## src/rtl/conv_mac_14.sv

```systemverilog
// conv_mac_14: streaming multiply-accumulate for one layer-14 convolution output.
// Weight and pixel FIFOs are popped together, one pair per beat. KERN_LEN beats
// accumulate into a full-precision signed sum. That sum is then offered to the
// output FIFO for one or more EMIT cycles before accumulation resumes.
module conv_mac_14 #(
  parameter int COEFF_W  = 16,
  parameter int DATA_W   = 16,
  parameter int ACC_W    = 40,
  parameter int KERN_LEN = 9
) (
  input  logic               ap_clk,
  input  logic               ap_rst_n,
  input  logic [COEFF_W-1:0] weight_V_dout,
  input  logic               weight_V_empty_n,
  output logic               weight_V_read,
  input  logic [DATA_W-1:0]  pixel_V_dout,
  input  logic               pixel_V_empty_n,
  output logic               pixel_V_read,
  output logic [ACC_W-1:0]   output_V_din,
  input  logic               output_V_full_n,
  output logic               output_V_write
);

  localparam int PROD_W = COEFF_W + DATA_W;
  localparam int CNT_W  = (KERN_LEN > 1) ? $clog2(KERN_LEN) : 1;
  localparam logic [CNT_W-1:0] LAST_BEAT = CNT_W'(KERN_LEN - 1);

  typedef enum logic [0:0] {
    ACCUM = 1'b0,
    EMIT  = 1'b1
  } state_t;

  // Widen a full-precision product to accumulator width, preserving its sign.
  function automatic logic signed [ACC_W-1:0] sext_prod(input logic signed [PROD_W-1:0] p);
    sext_prod = ACC_W'(p);
  endfunction

  // Accumulator add. It wraps modulo 2^ACC_W with no saturation.
  function automatic logic signed [ACC_W-1:0] wrap_add(input logic signed [ACC_W-1:0] a,
                                                       input logic signed [ACC_W-1:0] b);
    wrap_add = a + b;
  endfunction

  state_t                  state;
  logic signed [ACC_W-1:0] acc;
  logic signed [ACC_W-1:0] result;
  logic [CNT_W-1:0]        cnt;

  logic signed [COEFF_W-1:0] weight_p0;
  logic signed [DATA_W-1:0]  pixel_p0;
  logic signed [PROD_W-1:0]  weight_ext_p0;
  logic signed [PROD_W-1:0]  pixel_ext_p0;
  logic signed [PROD_W-1:0]  prod_full_p0;
  logic signed [ACC_W-1:0]   prod_p0;
  logic signed [ACC_W-1:0]   sum_p0;
  logic                      vld_p0;
  logic                      last_p0;

  // ---- stage p0: beat qualification and product of the FIFO heads ----
  // Form the beat strobe and the running sum that includes this beat's product.
  always_comb begin
    weight_p0     = $signed(weight_V_dout);
    pixel_p0      = $signed(pixel_V_dout);
    weight_ext_p0 = PROD_W'(weight_p0);
    pixel_ext_p0  = PROD_W'(pixel_p0);
    prod_full_p0  = weight_ext_p0 * pixel_ext_p0;
    prod_p0       = sext_prod(prod_full_p0);
    sum_p0        = wrap_add(acc, prod_p0);
    vld_p0        = (state == ACCUM) && weight_V_empty_n && pixel_V_empty_n;
    last_p0       = vld_p0 && (cnt == LAST_BEAT);
  end

  // Both streams are popped on the same beat, so one strobe drives both.
  assign weight_V_read = vld_p0;
  assign pixel_V_read  = vld_p0;

  // The result register is presented for the whole EMIT phase.
  assign output_V_write = (state == EMIT) && output_V_full_n;
  assign output_V_din   = result;

  // ---- stage p1: registered accumulation state ----
  // Sequence ACCUM/EMIT and count beats within the current kernel.
  always_ff @(posedge ap_clk or negedge ap_rst_n) begin
    if (!ap_rst_n) begin
      state <= ACCUM;
      cnt   <= '0;
    end else begin
      case (state)
        ACCUM: begin
          if (vld_p0) begin
            if (last_p0) begin
              cnt   <= '0;
              state <= EMIT;
            end else begin
              cnt <= cnt + CNT_W'(1);
            end
          end
        end
        EMIT: begin
          if (output_V_full_n) state <= ACCUM;
        end
        default: state <= ACCUM;
      endcase
    end
  end

  // Accumulate each beat, then on the last beat move the final sum into result.
  always_ff @(posedge ap_clk or negedge ap_rst_n) begin
    if (!ap_rst_n) begin
      acc    <= '0;
      result <= '0;
    end else if (vld_p0) begin
      if (last_p0) begin
        result <= sum_p0;
        acc    <= '0;
      end else begin
        acc <= sum_p0;
      end
    end
  end

endmodule

```

## config.mk

```make
export PLATFORM = sky130hd
export DESIGN_NAME = conv_mac_14
export DESIGN_NICKNAME = d
export VERILOG_FILES = /design/src/rtl/conv_mac_14.sv
export SDC_FILE = /design/constraint.sdc
export NUM_CORES = 1
export LEC_CHECK = 0
export BUFFER_PORTS_ARGS = -buffer_cell sky130_fd_sc_hd__clkbuf_2
export CAP_MARGIN = 20
export CORE_MARGIN = 1
export CORE_UTILIZATION = 30
export DETAILED_ROUTE_END_ITERATION = 8
export GPL_TIMING_DRIVEN = 0
export PLACE_DENSITY_LB_ADDON = 0.05
export SLEW_MARGIN = 20
export SYNTH_ARGS = -nofsm -noshare
export SYNTH_HDL_FRONTEND = slang
export SYNTH_SLANG_ARGS = --single-unit
export TNS_END_PERCENT = 5
```

## constraint.sdc

```tcl
create_clock -name ap_clk -period 5.4 [get_ports ap_clk]
set_input_delay 1.08 -clock ap_clk [delete_from_list [all_inputs] [get_ports ap_clk]]
set_output_delay 1.08 -clock ap_clk [all_outputs]
set_load 0.005 [all_outputs]
```

# [After elaboration in Yosys (flattened, before gate mapping)]
# Cells that the tools add are included.
[totals] regBits=85 out_inout_bits=43 elab_cells=21 inputBits=37
[classes] mux=6 eq_ne=1 n_addsub=2 n_bitwise=1 multipliers=1 reduce_logical=6
[ops] op="adder 40 x 32 -> 40 bit" n=1
[ops] op="2-to-1 mux 40 bit" n=1
[ops] op="multiplier 16 x 16 -> 32 bit" n=1
[ops] op="adder 4 x 1 -> 4 bit (second input constant)" n=1
[ops] op="equality test 4 bit (second input constant)" n=1
[ops] op="logical AND 1 bit" n=4
[ops] op="2-to-1 mux 4 bit" n=1
[ops] op="AND reduction 2 bit" n=2
[ops] op="2-to-1 mux 1 bit" n=3
[ops] op="case mux 1 bit (2 select lines)" n=1
[ops] op="NOT 1 bit" n=1

# [Logic depth before layout (Yosys ltp)]
# Gate-level depths: netlist (run 1).
[logic_depth] depth_word=7 mapped_depth=25 mapped_depth_nobuf=24

# [Least setup slack after synthesis (run 1)]
# Ideal clock, no wire load.
[synth_timing] path_kind="input -> register" from="input port weight_V_dout[15]" to="register acc[39]" setup_slack_ns=-1.657 t_arrival_ns=6.936 stages=22 n_path_buf=1 t_required_ns=5.278 setup_time_ns=0.122 path_cell_list="clkbuf_1 -> nand2_1 -> fa_1 -> inv_1 -> fa_1 -> inv_1 -> fa_1 -> fa_1 -> inv_1 -> fa_1 -> inv_1 -> fa_1 -> inv_1 -> ha_1 -> a21o_1 -> a21o_1 -> a21oi_1 -> nor2_1 -> nor4_1 -> o21a_1 -> mux2_1 -> a32o_1"
[synth_via] elab_chain_cells=3
[synth_rtl] item="start, declared" line_no="13" rtl="input logic [COEFF_W-1:0] weight_V_dout,"
[synth_rtl] item="multiplier 16 x 16 -> 32 bit" line_no="66" rtl="prod_full_p0 = weight_ext_p0 * pixel_ext_p0;"
[synth_rtl] item="adder 40 x 32 -> 40 bit" line_no="41" rtl="wrap_add = a + b;"
[synth_rtl] item="2-to-1 mux 40 bit" line_no="113" rtl="if (last_p0) begin"
[synth_rtl] item="end signal, assigned" line_no="117" rtl="acc <= sum_p0;"
[synth_rtl] item="end, declared" line_no="45" rtl="logic signed [ACC_W-1:0] acc;"
# No other way between the ends.
# A chain may end at the register's enable or synchronous reset.

# [Final worst setup path (run 1)]
[layout_timing] from="input port weight_V_dout[15]" to="register result[38], in the netlist output_V_din[38]"
[layout_via] elab_chain_cells=2
[layout_rtl] item="multiplier 16 x 16 -> 32 bit" line_no="66"
[layout_rtl] item="adder 40 x 32 -> 40 bit" line_no="41"
[layout_rtl] item="end signal, assigned" line_no="114" rtl="result <= sum_p0;"
[layout_rtl] item="end, declared" line_no="46" rtl="logic signed [ACC_W-1:0] result;"
# No other way between the ends.

==> results of run 1 <==
==> registers in the layout, summed over array words and instances (netlist names) <==
signal	flops
cnt	4
state	1
output_V_din	40
acc	40
==> cell families (layout without fill, tap and decap cells) <==
| logic type | Yosys count | count (layout) | synth area share, % |
|---|---|---|---|
| and+or+nand+nor | 434 | 434 | 13.17 |
| buffers and inverters | 454 | 608 | 11.07 |
| muxes | 8 | 8 | 0.6077 |
| adders and majority gates | 447 | 447 | 52.27 |
| AOI/OAI and AO/OA | 152 | 152 | 6.783 |
| xor gates and xnor gates | 41 | 41 | 2.326 |
| DFF | 85 | 85 | 13.78 |
==> repair_timing <==
item / CTS / global route
resized for setup: 220 / 34
hold buffers: 0 / 0
pin swaps: 55 / 37
gates cloned: 2 / 0
endpoints found under the setup margin: 64 / 64
buffers inserted: 47 / 9
==> stage by stage <==
stage,TNS [ns],cells
2_1_floorplan,-40.26,1621
3_3_place_gp,-114.95,2372
3_5_place_dp,-111.59,2373
5_1_grt,-71.19,2447
6_report,-57.88,2447
4_1_cts,-60.04,2438
==> worst max-delay path: stages <==
cell and delay, ns:
clkbuf_16 0.14, clkbuf_16 0.17, nand2_4 0.06, inv_2 0.04
fa_2 0.64, inv_2 0.06, fa_1 0.49, inv_1 0.05
fa_1 0.47, inv_1 0.05, fa_1 0.59, fa_1 0.47
fa_1 0.53, inv_2 0.05, ha_4 0.28, nand4_1 0.18
nor3_4 0.32, o211ai_1 0.27, nand4_4 0.17, a221oi_4 0.09
o211ai_2 0.30, a21oi_2 0.13, buf_4 0.15, or3_1 0.34
nand3_1 0.09
==> how the worst min path moves through the flow <==
stage | start | slack, ns | end
floorplan | acc[13]$_DFFE_PN0P_ | 0.46 | acc[13]$_DFFE_PN0P_
global placement | output_V_din[19]$_DFFE_PN0P_ | 0.46 | output_V_din[19]$_DFFE_PN0P_
detailed placement | output_V_din[17]$_DFFE_PN0P_ | 0.46 | output_V_din[17]$_DFFE_PN0P_
CTS | output_V_din[2]$_DFFE_PN0P_ | 0.48 | output_V_din[2]$_DFFE_PN0P_
global route | output_V_din[2]$_DFFE_PN0P_ | 0.50 | output_V_din[2]$_DFFE_PN0P_
finish | output_V_din[2]$_DFFE_PN0P_ | 0.48 | output_V_din[2]$_DFFE_PN0P_
==> layer usage <==
metal / wire, um / GRT usage, %
met2: 20810 / 29.79
met3: 695 / 1.035
met4: 1006 / 4.500
met1: 23220 / 27.54
met5: 0 / 0
==> layout make-up <==
class | count | area, um2
Tap cell | 672 | 840.8
Timing Repair Buffer | 137 | 1177
Sequential cell | 85 | 2127
Clock inverter | 4 | 55.05
Buffer | 49 | 773.2
Clock buffer | 12 | 246.5
Fill cell | 5192 | 31410
Timing Repair inverter | 1 | 5.005
Multi-Input combinational cell | 1082 | 12320
Inverter | 405 | 1533
==> cells in the final DEF, fill, tap and decap left out, drive strengths merged, types with 32 or more instances in the layout <==
cell and instances:
clkbuf 135, dfrtp 85, fa 330, inv 404
a21oi 32, nand2 236, nor2 32, o21ai 40
and2 118, buf 63, ha 117
==> results.json, run 1 <==
{
  "r2r-end": "output_V_din[36]$_DFFE_PN0P_",
  "ys_types": 54,
  "port_buffers": 79,
  "post-route-period-util_pct": 128.2,
  "hold_ws_ns": 0.4778,
  "violations": "setup timing",
  "grt_setup_unrepaired": "yes",
  "grt_max_degree": 78,
  "maxSlewViolCount": 0,
  "ys.flop_type": "dfrtp_1",
  "die_h_um": 228.9,
  "area_growth_pct": 23.53,
  "yosysSeqAreaShare_pct": 13.78,
  "gr-total-overflow": 0,
  "cts_buffers": 9,
  "dpl.hpwl_um": 38980,
  "grt_use_total_pct": 18.63,
  "start_kind": "input port",
  "design_area_mm2": 0.01907,
  "fin_crit_ns": 6.924,
  "synth_area_leaders": "fa_1, dfrtp_1, inv_1, ha_1, nand2_1",
  "tightest_slew_ns": 1.041,
  "clockRootBuffer": "clkbuf_16",
  "r2r_start": "acc[15]$_DFFE_PN0P_",
  "rr_worst_depth": 19,
  "endpoint": "output_V_din[38]$_DFFE_PN0P_",
  "clock_latency_ns": 0.34,
  "num_antenna_cells": 0,
  "rows": 82,
  "firstDrtPassIters": 4,
  "io_pins": 80,
  "synthCells": 1621,
  "h-tree-depth": 3,
  "yosys.area.top_type": "fa_1",
  "wl_per_cell_um": 18.69,
  "initial_core_util_pct": 30.59,
  "clock-sinks": 85,
  "synth_commonest_cells": "inv_1, fa_1, nand2_1",
  "async_flop_share_pct": 100.0,
  "drc": 0,
  "dr.first_iter.drc_count": 391,
  "drive_gt1_share_pct": 18.03,
  "synth_top_area_share_pct": 42.79,
  "cp-startpoint": "weight_V_dout[15]",
  "grt_pass1_wl_um": 74490,
  "finClkSkew_ns": 0.005256,
  "status": "complete, but fails checks",
  "routed_via_density": 4.413,
  "synth_nets": 2105,
  "hold_viol": 0,
  "core-area_mm2": 0.05048,
  "min_path_cells": 2,
  "dpl_cell_area_mm2": 0.01703,
  "post-place-ws_ns": -2.450,
  "clkTransAtPathRegs_ns": 0.06,
  "num_vias": 10800,
  "hp-class": "register to register",
  "max_freq_ghz": 0.1444,
  "final_util_pct": 37.79,
  "yosysMostFrequentCell": "inv_1",
  "grt_pass1_vias": 12140,
  "worstSetupEndpointType": "register",
  "synth_edf_count": 0,
  "worstPathRequired_ns": 5.68,
  "slew_headroom_pct": 30.12,
  "critPathMaxFanout": 7,
  "antenna_left": 0,
  "netlist_area_mm2": 0.01544,
  "cp.arrival_ns": 7.21,
  "postSynthAreaPerCell_um2": 9.525,
  "critical_path_class": "input port to register",
  "drv_cap": 0,
  "antenna_found_initial": 1,
  "setup_ws_ns": -1.524,
  "r2r_setup_slack_ns": -0.11,
  "ys_warn_count": 0,
  "die_w_um": 228.9,
  "cts_tree": "yes",
  "place.gp.congestion": 0.8393,
  "clock_path_buffers": 2,
  "routed_wirelength_um": 45730,
  "dieArea_mm2": 0.05238,
  "fin_nets": 2254,
  "setup_viol": 62,
  "ys_seq_elements": 85
}
Power of run 1 is left out: the tool's default activity adds up to more than one toggle a clock period on the data nets, which glitch-free logic cannot reach.
==> run 2: changes to the inputs <==
- TNS_END_PERCENT: 5 -> 30
==> run 2 against run 1 <==
  * The flow still finishes with violations (setup timing)
  * Count of clock-buffer cells in the layout is the same
  * Critical path type unchanged
  * Global-route usage about the same
  * Critical endpoint unchanged
  * Critical path depth increased by 1
  * Setup slack improved by 0.13 ns
  * Register-to-register slack improved by 0.06 ns
  * Final cell count is 0.49% higher
  * Non-clock buffer count up 12
==> results.json, run 2 (synthesis gave the netlist of run 1 again) <==
{
  "status": "complete, but fails checks",
  "violations": "setup timing",
  "crit_path_frequent_cell": "fa_1",
  "grt_max_degree": 67,
  "die_h_um": 228.9,
  "dieArea_mm2": 0.05238,
  "place.gp.congestion": 0.8407,
  "fin_nets": 2266,
  "num_vias": 10900,
  "setup_ws_ns": -1.390,
  "clockRootBuffer": "clkbuf_16",
  "worst-path-buf-inv": 9,
  "grt_setup_unrepaired": "yes",
  "antenna_found_initial": 0,
  "gr-total-overflow": 0,
  "final_util_pct": 38.41,
  "hp-class": "register to register",
  "grt_pass1_wl_um": 73930,
  "initial_core_util_pct": 30.59,
  "cts_tree": "yes",
  "cp.arrival_ns": 7.08,
  "drc": 0,
  "drv_cap": 0,
  "cts_hold_buf": 0,
  "clock_latency_ns": 0.35,
  "fin_crit_ns": 6.790,
  "hold_ws_ns": 0.4792,
  "max_stage_delay_ns": 0.66,
  "fin_tns_setup_ns": -56.04,
  "clkTransAtPathRegs_ns": 0.07,
  "slew_headroom_pct": 29.01,
  "firstDrtPassIters": 5,
  "setup_viol": 62,
  "cp_top_family": "adder cells",
  "die_w_um": 228.9,
  "clock-sinks": 85,
  "hold_viol": 0,
  "num_antenna_cells": 0,
  "dpl.hpwl_um": 38890,
  "cts_buffers": 9,
  "area_growth_pct": 25.59,
  "post-route-period-util_pct": 125.7,
  "start_kind": "input port",
  "worstPathRequired_ns": 5.69,
  "maxSlewViolCount": 0,
  "wl_per_cell_um": 18.78,
  "core-area_mm2": 0.05048,
  "finClkSkew_ns": 0.007310,
  "worstSetupEndpointType": "register",
  "slowest_stage": "fa_2",
  "tightest_slew_ns": 1.058,
  "h-tree-depth": 3,
  "dr.first_iter.drc_count": 401,
  "port_buffers": 79,
  "layout_commonest_cell": "inv_1",
  "antenna_left": 0,
  "critPathMaxFanout": 7,
  "final_cell_mix": "inv_1, fa_1, nand2_1",
  "grt_use_total_pct": 18.67,
  "routed_via_density": 4.432,
  "rows": 82,
  "drive_gt1_share_pct": 19.59,
  "grt_pass1_vias": 11940,
  "routed_wirelength_um": 46190,
  "nFillCells": 5170,
  "io_pins": 80,
  "clock_path_buffers": 2,
  "max_freq_ghz": 0.1473,
  "critical_path_class": "input port to register"
}
## run 2: cell type report
| cell class | instances | area [um2] | share of cell area (%) |
|---|---|---|---|
| clock buffers | 12 | 246.5 | 1.271 |
| flip-flops and latches | 85 | 2127 | 10.97 |
| repair inverters | 1 | 7.507 | 0.03871 |
| repair buffers | 149 | 1394 | 7.188 |
| clock inverters | 4 | 55.05 | 0.2839 |
| plain buffers | 49 | 790.8 | 4.078 |
| inverters | 405 | 1533 | 7.904 |
| well taps | 672 | 840.8 | 4.336 |
| multi-input cells | 1082 | 12400 | 63.93 |
## run 2: worst min-delay path: stages (launching register included)
cell,delay (ns)
dfrtp_1,0.34
nand2_1,0.05
nand2_1,0.06
## run 2: path summary, 6_finish.rpt
kind / start / to / slack, ns / cells past startpoint
worst max-delay path: weight_V_dout[15] / output_V_din[38]$_DFFE_PN0P_ / -1.39 / 26
worst max register to register: acc[15]$_DFFE_PN0P_ / output_V_din[32]$_DFFE_PN0P_ / -0.05 / 19
worst min-delay path: output_V_din[2]$_DFFE_PN0P_ / output_V_din[2]$_DFFE_PN0P_ / 0.48 / 2
min in group asynchronous: ap_rst_n / output_V_din[31]$_DFFE_PN0P_ / 0.59 / 1
worst min register to register: output_V_din[2]$_DFFE_PN0P_ / output_V_din[2]$_DFFE_PN0P_ / 0.48 / 2
max in group asynchronous: ap_rst_n / acc[8]$_DFFE_PN0P_ / 4.22 / 2
## run 2: metal layers
layer  global-route usage [%]  part of all wire, %  up-vias
met4                    4.021                  1.9        0
li1                         -                    -     5147
met5                        0                    0        -
met1                    27.50                   50     5558
met2                    30.05                   46      155
met3                    1.235                  2.0       39
## run 2: per-stage QoR
step / setup WS [ns] / instance area, um2 / std cells
final: -1.390 / 19390 / 2459
after global routing: -1.639 / 19390 / 2459
after CTS: -1.513 / 19050 / 2439
after detailed placement: -2.481 / 17040 / 2373
after global placement: -2.515 / 17000 / 2372
after floorplan: -1.142 / 15760 / 1621
## run 2: repair_timing
action,4_1_cts,5_1_grt
gates resized for setup,243,57
endpoints found under the hold margin,0,0
endpoints found under the setup margin,64,64
buffers inserted,49,20
cloned,2,1
pin swaps,55,54
Power of run 2 is left out for the same reason.
